$ cat src/rtl/systolic_scheduler_pkg.sv
// Shared sizes, state encoding and pass-count helper for the systolic scheduler.
package systolic_scheduler_pkg;

    localparam int unsigned N             = 8;
    localparam int unsigned LOG_N         = 3;
    localparam int unsigned BP_WIDTH      = 2;
    localparam int unsigned LEN_WIDTH     = 10;
    localparam int unsigned PASS_WIDTH    = 4;
    localparam int unsigned DRAIN_TIMEOUT = 1023;
    localparam int unsigned MAX_PASSES    = 1 << PASS_WIDTH;
    localparam int unsigned WD_WIDTH      = $clog2(DRAIN_TIMEOUT + 1);

    typedef enum logic [2:0] {
        ST_IDLE   = 3'd0,
        ST_ARM    = 3'd1,
        ST_LOAD   = 3'd2,
        ST_STREAM = 3'd3,
        ST_DRAIN  = 3'd4,
        ST_NEXT   = 3'd5
    } sched_state_t;

    // Number of N-wide passes needed to cover len query bases (one spare bit so 2^PASS_WIDTH+1 is visible).
    function automatic logic [LEN_WIDTH:0] calc_npass(input logic [LEN_WIDTH-1:0] len);
        logic [LEN_WIDTH:0] sum;
        sum = {1'b0, len} + (LEN_WIDTH + 1)'(N - 1);
        return sum >> LOG_N;
    endfunction

endpackage

$ cat src/rtl/systolic_scheduler_feed_pipe.sv
// One-cycle alignment stage so array strobes line up with 1-cycle-latency buffer reads.
module systolic_scheduler_feed_pipe
    import systolic_scheduler_pkg::*;
(
    input  logic                clk,
    input  logic                reset_i,
    input  logic                i_s_update,
    input  logic                i_s_in_range,
    input  logic                i_valid,
    input  logic [BP_WIDTH-1:0] i_q_data,
    input  logic [BP_WIDTH-1:0] i_t_data,
    output logic [BP_WIDTH-1:0] o_s_base,
    output logic [BP_WIDTH-1:0] o_t_base,
    output logic                o_s_update,
    output logic                o_valid
);

    logic r_s_update;
    logic r_s_keep;
    logic r_valid;

    // Delay the load/stream qualifiers by the buffer read latency.
    always_ff @(posedge clk or posedge reset_i) begin
        if (reset_i) begin
            r_s_update <= 1'b0;
            r_s_keep   <= 1'b0;
            r_valid    <= 1'b0;
        end else begin
            r_s_update <= i_s_update;
            r_s_keep   <= i_s_update & i_s_in_range;
            r_valid    <= i_valid;
        end
    end

    // Buffer data arrives already registered; gate it so padding and idle cycles carry zero.
    assign o_s_update = r_s_update;
    assign o_valid    = r_valid;
    assign o_s_base   = r_s_keep ? i_q_data : '0;
    assign o_t_base   = r_valid  ? i_t_data : '0;

endmodule

$ cat src/rtl/systolic_scheduler.sv
// Sequences an alignment job through the N-PE systolic array, one N-base query slice per pass.
module systolic_scheduler
    import systolic_scheduler_pkg::*;
(
    input  logic                  clk,
    input  logic                  reset_i,
    input  logic                  start,
    input  logic [LEN_WIDTH-1:0]  q_len,
    input  logic [LEN_WIDTH-1:0]  t_len,
    output logic                  sched_busy,
    output logic                  done,
    output logic                  error,
    output logic [LEN_WIDTH-1:0]  q_addr,
    input  logic [BP_WIDTH-1:0]   q_data,
    output logic [LEN_WIDTH-1:0]  t_addr,
    input  logic [BP_WIDTH-1:0]   t_data,
    output logic [BP_WIDTH-1:0]   sa_S,
    output logic [BP_WIDTH-1:0]   sa_T,
    output logic                  sa_s_update,
    output logic                  sa_valid,
    output logic                  sa_ack,
    output logic                  sa_new_seq,
    input  logic                  sa_busy,
    output logic [PASS_WIDTH-1:0] pass_idx
);

    sched_state_t          r_state;
    logic [LEN_WIDTH-1:0]  r_q_len;
    logic [LEN_WIDTH-1:0]  r_t_len;
    logic [PASS_WIDTH-1:0] r_last_pass;
    logic [PASS_WIDTH-1:0] r_pass;
    logic [LOG_N-1:0]      r_k;
    logic [LEN_WIDTH-1:0]  r_q_addr;
    logic [LEN_WIDTH-1:0]  r_t_addr;
    logic [WD_WIDTH-1:0]   r_wd;
    logic                  r_seen_busy;
    logic                  r_busy;
    logic                  r_done;
    logic                  r_error;
    logic                  r_ack;
    logic                  r_new_seq;

    logic [LEN_WIDTH:0]    w_npass;
    logic                  w_start_ok;
    logic                  w_load;
    logic                  w_in_range;
    logic                  w_stream;

    assign w_npass    = calc_npass(q_len);
    assign w_start_ok = (q_len != '0) && (t_len != '0) &&
                        (w_npass <= (LEN_WIDTH + 1)'(MAX_PASSES));
    assign w_load     = (r_state == ST_LOAD);
    assign w_in_range = (r_q_addr < r_q_len);
    assign w_stream   = (r_state == ST_STREAM);

    // Job sequencer: state, address counters, drain watchdog and strobes.
    always_ff @(posedge clk or posedge reset_i) begin
        if (reset_i) begin
            r_state     <= ST_IDLE;
            r_q_len     <= '0;
            r_t_len     <= '0;
            r_last_pass <= '0;
            r_pass      <= '0;
            r_k         <= '0;
            r_q_addr    <= '0;
            r_t_addr    <= '0;
            r_wd        <= '0;
            r_seen_busy <= 1'b0;
            r_busy      <= 1'b0;
            r_done      <= 1'b0;
            r_error     <= 1'b0;
            r_ack       <= 1'b0;
            r_new_seq   <= 1'b0;
        end else begin
            r_done    <= 1'b0;
            r_error   <= 1'b0;
            r_ack     <= 1'b0;
            r_new_seq <= 1'b0;
            if (sa_busy) begin
                r_seen_busy <= 1'b1;
            end
            case (r_state)
                ST_IDLE: begin
                    if (start) begin
                        if (w_start_ok) begin
                            r_q_len     <= q_len;
                            r_t_len     <= t_len;
                            r_last_pass <= PASS_WIDTH'(w_npass - (LEN_WIDTH + 1)'(1));
                            r_pass      <= '0;
                            r_ack       <= 1'b1;
                            r_new_seq   <= 1'b1;
                            r_busy      <= 1'b1;
                            r_state     <= ST_ARM;
                        end else begin
                            r_error <= 1'b1;
                        end
                    end
                end
                ST_ARM: begin
                    r_seen_busy <= 1'b0;
                    r_q_addr    <= LEN_WIDTH'(r_pass) << LOG_N;
                    r_k         <= '0;
                    r_state     <= ST_LOAD;
                end
                ST_LOAD: begin
                    r_k <= r_k + LOG_N'(1);
                    if (r_k == LOG_N'(N - 1)) begin
                        r_t_addr <= '0;
                        r_state  <= ST_STREAM;
                    end else begin
                        r_q_addr <= r_q_addr + LEN_WIDTH'(1);
                    end
                end
                ST_STREAM: begin
                    if (r_t_addr == r_t_len - LEN_WIDTH'(1)) begin
                        r_wd    <= '0;
                        r_state <= ST_DRAIN;
                    end else begin
                        r_t_addr <= r_t_addr + LEN_WIDTH'(1);
                    end
                end
                ST_DRAIN: begin
                    if (r_seen_busy && !sa_busy) begin
                        r_state <= ST_NEXT;
                    end else if (r_wd == WD_WIDTH'(DRAIN_TIMEOUT - 1)) begin
                        r_error <= 1'b1;
                        r_busy  <= 1'b0;
                        r_state <= ST_IDLE;
                    end else begin
                        r_wd <= r_wd + WD_WIDTH'(1);
                    end
                end
                ST_NEXT: begin
                    if (r_pass == r_last_pass) begin
                        r_done  <= 1'b1;
                        r_busy  <= 1'b0;
                        r_state <= ST_IDLE;
                    end else begin
                        r_pass  <= r_pass + PASS_WIDTH'(1);
                        r_ack   <= 1'b1;
                        r_state <= ST_ARM;
                    end
                end
                default: begin
                    r_busy  <= 1'b0;
                    r_state <= ST_IDLE;
                end
            endcase
        end
    end

    systolic_scheduler_feed_pipe u_sched_feed_pipe (
        .clk          (clk),
        .reset_i      (reset_i),
        .i_s_update   (w_load),
        .i_s_in_range (w_in_range),
        .i_valid      (w_stream),
        .i_q_data     (q_data),
        .i_t_data     (t_data),
        .o_s_base     (sa_S),
        .o_t_base     (sa_T),
        .o_s_update   (sa_s_update),
        .o_valid      (sa_valid)
    );

    assign sched_busy = r_busy;
    assign done       = r_done;
    assign error      = r_error;
    assign q_addr     = r_q_addr;
    assign t_addr     = r_t_addr;
    assign sa_ack     = r_ack;
    assign sa_new_seq = r_new_seq;
    assign pass_idx   = r_pass;

endmodule

$ cat config.mk
export PLATFORM = sky130hd
export DESIGN_NAME = systolic_scheduler
export DESIGN_NICKNAME = d
export VERILOG_FILES = /design/src/rtl/systolic_scheduler_pkg.sv /design/src/rtl/systolic_scheduler_feed_pipe.sv /design/src/rtl/systolic_scheduler.sv
export SDC_FILE = /design/constraint.sdc
export NUM_CORES = 1
export LEC_CHECK = 0
export ABC_AREA = 1
export ABC_CLOCK_PERIOD_IN_PS = 4300
export CORE_AREA = 3 3 104 106
export CTS_CLUSTER_DIAMETER = 80
export DETAILED_ROUTE_END_ITERATION = 12
export DIE_AREA = 0 0 107 109
export GPL_TIMING_DRIVEN = 0
export PLACE_DENSITY = 0.66
export SYNTH_ARGS = -nofsm -noshare
export SYNTH_HDL_FRONTEND = slang
export SYNTH_HIERARCHICAL = 1
export SYNTH_SLANG_ARGS = --single-unit
$ cat constraint.sdc
create_clock -name clk -period 4.3 [get_ports clk]
set_input_delay 1.075 -clock clk [delete_from_list [all_inputs] [get_ports clk]]
set_output_delay 1.075 -clock clk [all_outputs]
set_load 0.03 [all_outputs]
==> results.json, run 1 <==
{
  "status": "completed",
  "crit_required_ns": 3.22,
  "p_leak_uw": 0.002716,
  "root_buffer": "clkbuf_8",
  "fmax_mhz": 297.0,
  "synth_fp_nets": 639,
  "grt.total_usage_pct": 19.80,
  "cts_sinks": 73,
  "cp-end-kind": "output port",
  "ir_worst_vdd_mv": 0.2111,
  "antenna_found_initial": 0,
  "place_ws_ns": 0.9256,
  "antennaDiodeCount": 0,
  "final_core_util_pct": 54.81,
  "yosysSeqAreaShare_pct": 41.36,
  "critPathKind": "input port to output port",
  "rsz0062_at_grt": "no",
  "yosysUniqueCellTypes": 42,
  "hold_class": "flip-flop to flip-flop",
  "io_buffers": 62,
  "clk_pin_slew_ns": 0.08,
  "synth_area_sq_mm": 0.004417,
  "drt-met1-wl_mm": 5.282,
  "ctsLongestPathBuffers": 2,
  "rows": 36,
  "fin_crit_sh_pct": 78.30,
  "grt_pass1_vias": 3840,
  "holdBufCountCts": 0,
  "wl_met3_um": 406,
  "gr-total-overflow": 0,
  "cts_tree": "done",
  "worstPathArrival_ns": 2.29,
  "layout_min_cycle_time_ns": 3.367,
  "dr.max_layer_used": "met4",
  "relSlewSlack_pct": 63.09,
  "cts_max_level": 3,
  "coreArea_sq_mm": 0.009864,
  "grt_pass1_wl_mm": 18.37,
  "syn_to_final_growth_pct": 22.41,
  "ys_warn_count": 6,
  "slew_violations": 0,
  "dieArea_sq_mm": 0.01166,
  "drt-total-wl_mm": 10.65,
  "place_congestion": 0.8588,
  "wl_met2_mm": 4.754,
  "remaining_drc_errors": 0,
  "nNetsFinal": 713,
  "p_per_area_mw_per_mm2": 556.9,
  "die_h_um": 109,
  "worst_pin_slew_ns": 0.5536,
  "drv_cap": 0,
  "setup_viol": 0,
  "drive_gt1_share_pct": 7.015,
  "cts_setup_buffers": 0,
  "cts_buffers": 9,
  "synth_cells": 592,
  "wire_per_inst_um": 13.26,
  "dpl.hpwl_mm": 8.098,
  "insertion_delay_ns": 0.35,
  "crit_fanout": 1,
  "clock_skew_ns": 0.01173,
  "start_util_pct": 44.77,
  "chipWidth_um": 107,
  "setup_ws_ns": 0.9331,
  "vias_per_cell": 4.941,
  "ant_nets": 0,
  "critPathLaunchType": "input port",
  "hold_viol_final": 0,
  "whs_ns": 0.4723,
  "ctsResizeCount": 0,
  "dr.pass1.iters": 4,
  "grt_max_degree": 56,
  "vias": 3968,
  "dr.first_iter.drc_count": 194,
  "synth.ff_latch_count": 73,
  "tns_ns": 0,
  "boundaryPins": 63,
  "synth.avg_cell_area_sq_um": 7.461
}
[report_power, final]
group	internal [uW]	switching (uW)	total, uW	leakage (uW)
clock network	239	253	491	0.0000895
logic	539	917	1460	0.00166
registers	886	178	1060	0.000963
[routing by layer]
metal  global-route usage, %  up-vias
met3                   3.848       15
met2                   31.07       80
met4                   7.397        0
met5                       0        -
li1                        -     2013
met1                   27.29     1860
[cells by family after synthesis]
family / after synthesis / synth area share, %
compound gates: 63 / 7.904
xor+xnor: 30 / 5.949
fa+ha+maj: 19 / 5.382
buf+inv: 102 / 9.405
flops: 73 / 41.36
simple gates: 305 / 30.00
[cells in the mapped netlist]
cell,instances,area [sq um]
buf_6,3,33.78
a21o_1,1,7.510
a21oi_1,11,55.05
buf_2,4,20.02
or2_2,2,12.51
nor4_1,2,12.51
o21ai_2,1,8.760
inv_1,85,319.1
or2_1,1,6.260
xnor2_1,15,131.4
nand4_2,1,12.51
o211ai_1,2,15.01
o311ai_0,1,8.760
buf_4,1,7.510
nand4_1,11,68.82
nand2_2,4,25.02
o22ai_1,1,6.260
o31ai_1,2,15.01
nand2_1,168,630.6
nand3_2,2,20.02
o2111a_1,1,11.26
nand3b_1,2,15.01
nor2_2,5,31.28
o21ai_1,2,10.01
o21a_1,1,7.510
inv_2,5,18.77
nor3_1,9,45.04
clkbuf_1,2,7.510
clkbuf_2,1,5.000
o21ai_0,37,185.2
ha_1,19,237.7
xor2_1,15,131.4
nor2_1,52,195.2
dfrtp_1,73,1827
nand2_4,1,11.26
nand2b_1,1,6.260
a31oi_1,3,18.77
nand3_1,41,205.2
nor2_4,1,11.26
and3_1,1,6.260
nor3_2,1,10.01
clkinv_1,1,3.750
[sequential cells by signal (all words and copies together), names as in the netlist]
register / cells
r_q_len: 10
r_last_pass: 4
t_addr: 10
r_k: 3
error: 1
q_addr: 10
sa_new_seq: 1
done: 1
pass_idx: 4
r_wd: 10
r_seen_busy: 1
r_t_len: 10
r_state: 3
u_sched_feed_pipe/o_valid: 1
sa_ack: 1
sched_busy: 1
u_sched_feed_pipe/r_s_keep: 1
u_sched_feed_pipe/o_s_update: 1
[cell usage in the layout (no fill, tap or decap), drive strengths merged, types with 2 or more instances in the layout]
cell           count
nand2            173
inv               90
dfrtp             73
clkdlybuf4s50     62
nor2              58
nand3             43
o21ai             40
ha                19
clkbuf            16
xor2              15
xnor2             15
nand4             12
a21oi             11
nor3              10
buf                9
a31oi              3
or2                3
clkinv             3
nand3b             2
o31ai              2
nor4               2
o211ai             2
[final cells by class]
type,count,area [sq um]
fill,906,4458
timing repair buffer,63,648.1
sequential,73,1827
multi-input combinational,417,2175
clock buffer,13,158.9
inverter,91,344.1
clock inverter,2,13.76
tap,133,166.4
buffer,11,73.82
[metrics by stage]
stage | power [uW] | cell area, sq um | std cells
after global placement | 2474 | 5204 | 787
after global routing | 3276 | 5406 | 803
after floorplan | 2078 | 4417 | 592
after detailed placement | 2525 | 5234 | 788
final | 3011 | 5406 | 803
after CTS | 3025 | 5406 | 803
[worst max-delay path, stage by stage]
cell and delay, ns:
clkdlybuf4s50_1 0.46, nand2_1 0.05, inv_1 0.05, clkdlybuf4s50_1 0.66
[path summary, 6_finish.rpt]
| check | startpoint | end | slack [ns] | cells after the start |
|---|---|---|---|---|
| hold / removal | r_q_len[8]$_DFFE_PP0P_ | r_q_len[8]$_DFFE_PP0P_ | 0.47 | 2 |
| setup / recovery | q_data[0] | sa_S[0] | 0.93 | 4 |
| hold reg to reg | r_q_len[8]$_DFFE_PP0P_ | r_q_len[8]$_DFFE_PP0P_ | 0.47 | 2 |
| max in group asynchronous | reset_i | r_wd[6]$_DFFE_PP0P_ | 2.70 | 3 |
| min in group asynchronous | reset_i | u_sched_feed_pipe/r_s_keep$_DFF_PP0_ | 0.98 | 2 |
| setup reg to reg | r_t_len[0]$_DFFE_PP0P_ | r_wd[7]$_DFFE_PP0P_ | 2.21 | 14 |
Power figures use the tool's default switching activity.
==> run 2, diff against run 1 <==
--- a/config.mk
+++ b/config.mk
@@ -6,13 +6,13 @@
 export NUM_CORES = 1
 export LEC_CHECK = 0
 export ABC_AREA = 1
-export ABC_CLOCK_PERIOD_IN_PS = 4300
+export ABC_CLOCK_PERIOD_IN_PS = 2800
 export CORE_AREA = 3 3 104 106
 export CTS_CLUSTER_DIAMETER = 80
 export DETAILED_ROUTE_END_ITERATION = 12
 export DIE_AREA = 0 0 107 109
 export GPL_TIMING_DRIVEN = 0
-export PLACE_DENSITY = 0.66
+export PLACE_DENSITY = 0.69
 export SYNTH_ARGS = -nofsm -noshare
 export SYNTH_HDL_FRONTEND = slang
 export SYNTH_HIERARCHICAL = 1
==> constraint.sdc (replaced) <==
create_clock -name clk -period 2.8 [get_ports clk]
set_input_delay 0.7 -clock clk [delete_from_list [all_inputs] [get_ports clk]]
set_output_delay 0.7 -clock clk [all_outputs]
set_load 0.03 [all_outputs]
==> run 2 against run 1 <==
  * Clock skew barely moved
  * Routed wire length up 1.2%
  * Cell count did not move
  * Core utilization is 0.39 points higher
  * First-iteration DRC count decreased by 27%
  * Worst setup slack got worse by 0.76 ns
  * Power grew 60%
  * Hold slack gained 0.0047 ns
  * Critical path type unchanged
  * Largest cell class unchanged
==> results.json, run 2 (synthesis results as in run 1) <==
{
  "ctsLongestPathBuffers": 2,
  "dr.pass1.iters": 5,
  "critical-path-top-delay-family": "buffers and inverters",
  "critPathKind": "input port to output port",
  "cts_tree": "done",
  "coreArea_sq_mm": 0.009864,
  "share_comb_of_total_power_pct": 46.5,
  "hold_class": "flip-flop to flip-flop",
  "cp-end-kind": "output port",
  "path_buf_inv": 3,
  "vias": 4002,
  "dr.first_iter.drc_count": 142,
  "die_h_um": 109,
  "drt-total-wl_mm": 10.78,
  "final_core_util_pct": 55.20,
  "layout_min_cycle_time_ns": 2.630,
  "wl_met2_mm": 4.970,
  "power_uw": 4823,
  "clock_power_share_pct": 19.6,
  "ant_nets": 0,
  "power_frac_seq_pct": 33.9,
  "crit_required_ns": 2.10,
  "rows": 36,
  "wire_per_inst_um": 13.42,
  "layout_commonest_cell": "nand2_1",
  "clock_skew_ns": 0.01156,
  "layout_common_cells": "nand2_1, inv_1, dfrtp_1, clkdlybuf4s50_1, nor2_1",
  "critPathLaunchType": "input port",
  "io_buffers": 62,
  "crit_fanout": 1,
  "root_buffer": "clkbuf_8",
  "antenna_found_initial": 0,
  "place_congestion": 0.8830,
  "grt_pass1_vias": 3838,
  "fmax_mhz": 380.2,
  "clk_pin_slew_ns": 0.08,
  "dpl-instance-area_sq_mm": 0.005206,
  "p_leak_uw": 0.002726,
  "grt_max_degree": 71,
  "antennaDiodeCount": 0,
  "critPathMaxStageDelay_ns": 0.66,
  "fin_crit_sh_pct": 93.94,
  "drt-met1-wl_mm": 5.252,
  "intPower_uw": 2735,
  "worst_pin_slew_ns": 0.8665,
  "vias_per_cell": 4.984,
  "slew_violations": 0,
  "syn_to_final_growth_pct": 23.29,
  "dr.max_layer_used": "met4",
  "whs_ns": 0.4770,
  "remaining_drc_errors": 0,
  "grt_pass1_wl_mm": 18.05,
  "ir_worst_vdd_mv": 0.4495,
  "p_per_area_mw_per_mm2": 885.7,
  "insertion_delay_ns": 0.34,
  "nNetsFinal": 712,
  "start_util_pct": 44.77,
  "cts_max_level": 3,
  "boundaryPins": 63,
  "multiInputGateArea_sq_mm": 0.002182,
  "grt.total_usage_pct": 19.37,
  "dpl.hpwl_mm": 8.166,
  "gr-total-overflow": 0,
  "wl_met3_um": 376,
  "status": "completed",
  "dieArea_sq_mm": 0.01166,
  "register_area_sq_mm": 0.001827,
  "hold_viol_final": 0,
  "rsz0062_at_grt": "no",
  "fillers": 914,
  "relSlewSlack_pct": 42.23,
  "cts_buffers": 9,
  "worstPathArrival_ns": 1.93,
  "cp_common_cell": "clkdlybuf4s50_1",
  "cpMaxStageDelayCell": "clkdlybuf4s50_1",
  "cts_sinks": 73,
  "chipWidth_um": 107,
  "stdcell_area_sq_mm": 0.005445,
  "drv_cap": 0,
  "p_sw_uw": 2087,
  "drive_gt1_share_pct": 7.463,
  "setup_viol": 0,
  "crit_path_cell_trace": "clkdlybuf4s50_1, nand2_1, inv_1, clkdlybuf4s50_1",
  "switching_share_pct": 43.28
}
run 2: cell types whose count changed in the layout (fill, tap and decap cells not counted), sizes merged:
cell | before | now
clkbuf | 16 | 15
buf | 9 | 8
clkinvlp | 0 | 2
bufinv | 0 | 2
clkinv | 3 | 1
run 2: repair_timing:
item	in CTS	in global routing
hold buffers	0	0
buffers inserted	0	0
gates resized for setup	0	3
setup endpoints to repair	0	10
run 2: worst reg2reg max path, cell delays in order (launching register included):
cell and delay [ns]:
dfrtp_1 0.40, inv_1 0.14, ha_1 0.25, nand2_2 0.09
nor2_2 0.16, inv_1 0.07, nand3_1 0.07, nand2_1 0.06
nor2_1 0.16, nand4_2 0.16, nand2_2 0.14, inv_1 0.15
nand2_1 0.10, nand2_1 0.05
run 2: final timing paths:
check / startpoint / endpoint / slack (ns) / depth (start not counted)
min reg2reg: r_q_len[8]$_DFFE_PP0P_ / r_q_len[8]$_DFFE_PP0P_ / 0.48 / 2
min in group asynchronous: reset_i / u_sched_feed_pipe/r_s_keep$_DFF_PP0_ / 0.61 / 2
min: r_q_len[8]$_DFFE_PP0P_ / r_q_len[8]$_DFFE_PP0P_ / 0.48 / 2
max in group asynchronous: reset_i / q_addr[3]$_DFFE_PP0P_ / 1.31 / 2
max: t_data[1] / sa_T[1] / 0.17 / 4
max reg2reg: r_t_len[0]$_DFFE_PP0P_ / r_wd[8]$_DFFE_PP0P_ / 0.71 / 13
run 2: stage by stage:
stage	setup WS (ns)	TNS, ns	instances
6_report	0.1697	0	803
5_1_grt	0.01683	0	803
4_1_cts	0.1598	0	803
3_5_place_dp	-0.1859	-3.352	787
3_3_place_gp	-0.9684	-69.14	787
2_1_floorplan	0.3318	0	592
run 2: power by group through the flow:
stage	registers (uW)	clock network [uW]	logic [uW]
floorplan	1740	0	1460
global placement	1640	0	2160
detailed placement	1650	0	2240
CTS	1630	972	2250
global route	1670	1010	2550
finish	1630	947	2240
run 2: cell type report:
class,instances,area share (%)
Inverter,91,6.319
Multi-Input combinational cell,417,40.07
Sequential cell,73,33.55
Clock buffer,12,2.849
Timing Repair Buffer,62,11.40
Buffer,11,1.379
Tap cell,133,3.056
Clock inverter,4,1.379
run 2: metal layers:
| layer | vias to the layer above | global-route usage, % |
|---|---|---|
| met5 | - | 0 |
| met4 | 0 | 6.941 |
| met3 | 15 | 2.191 |
| met2 | 94 | 31.88 |
| met1 | 1881 | 26.63 |
| li1 | 2012 | - |
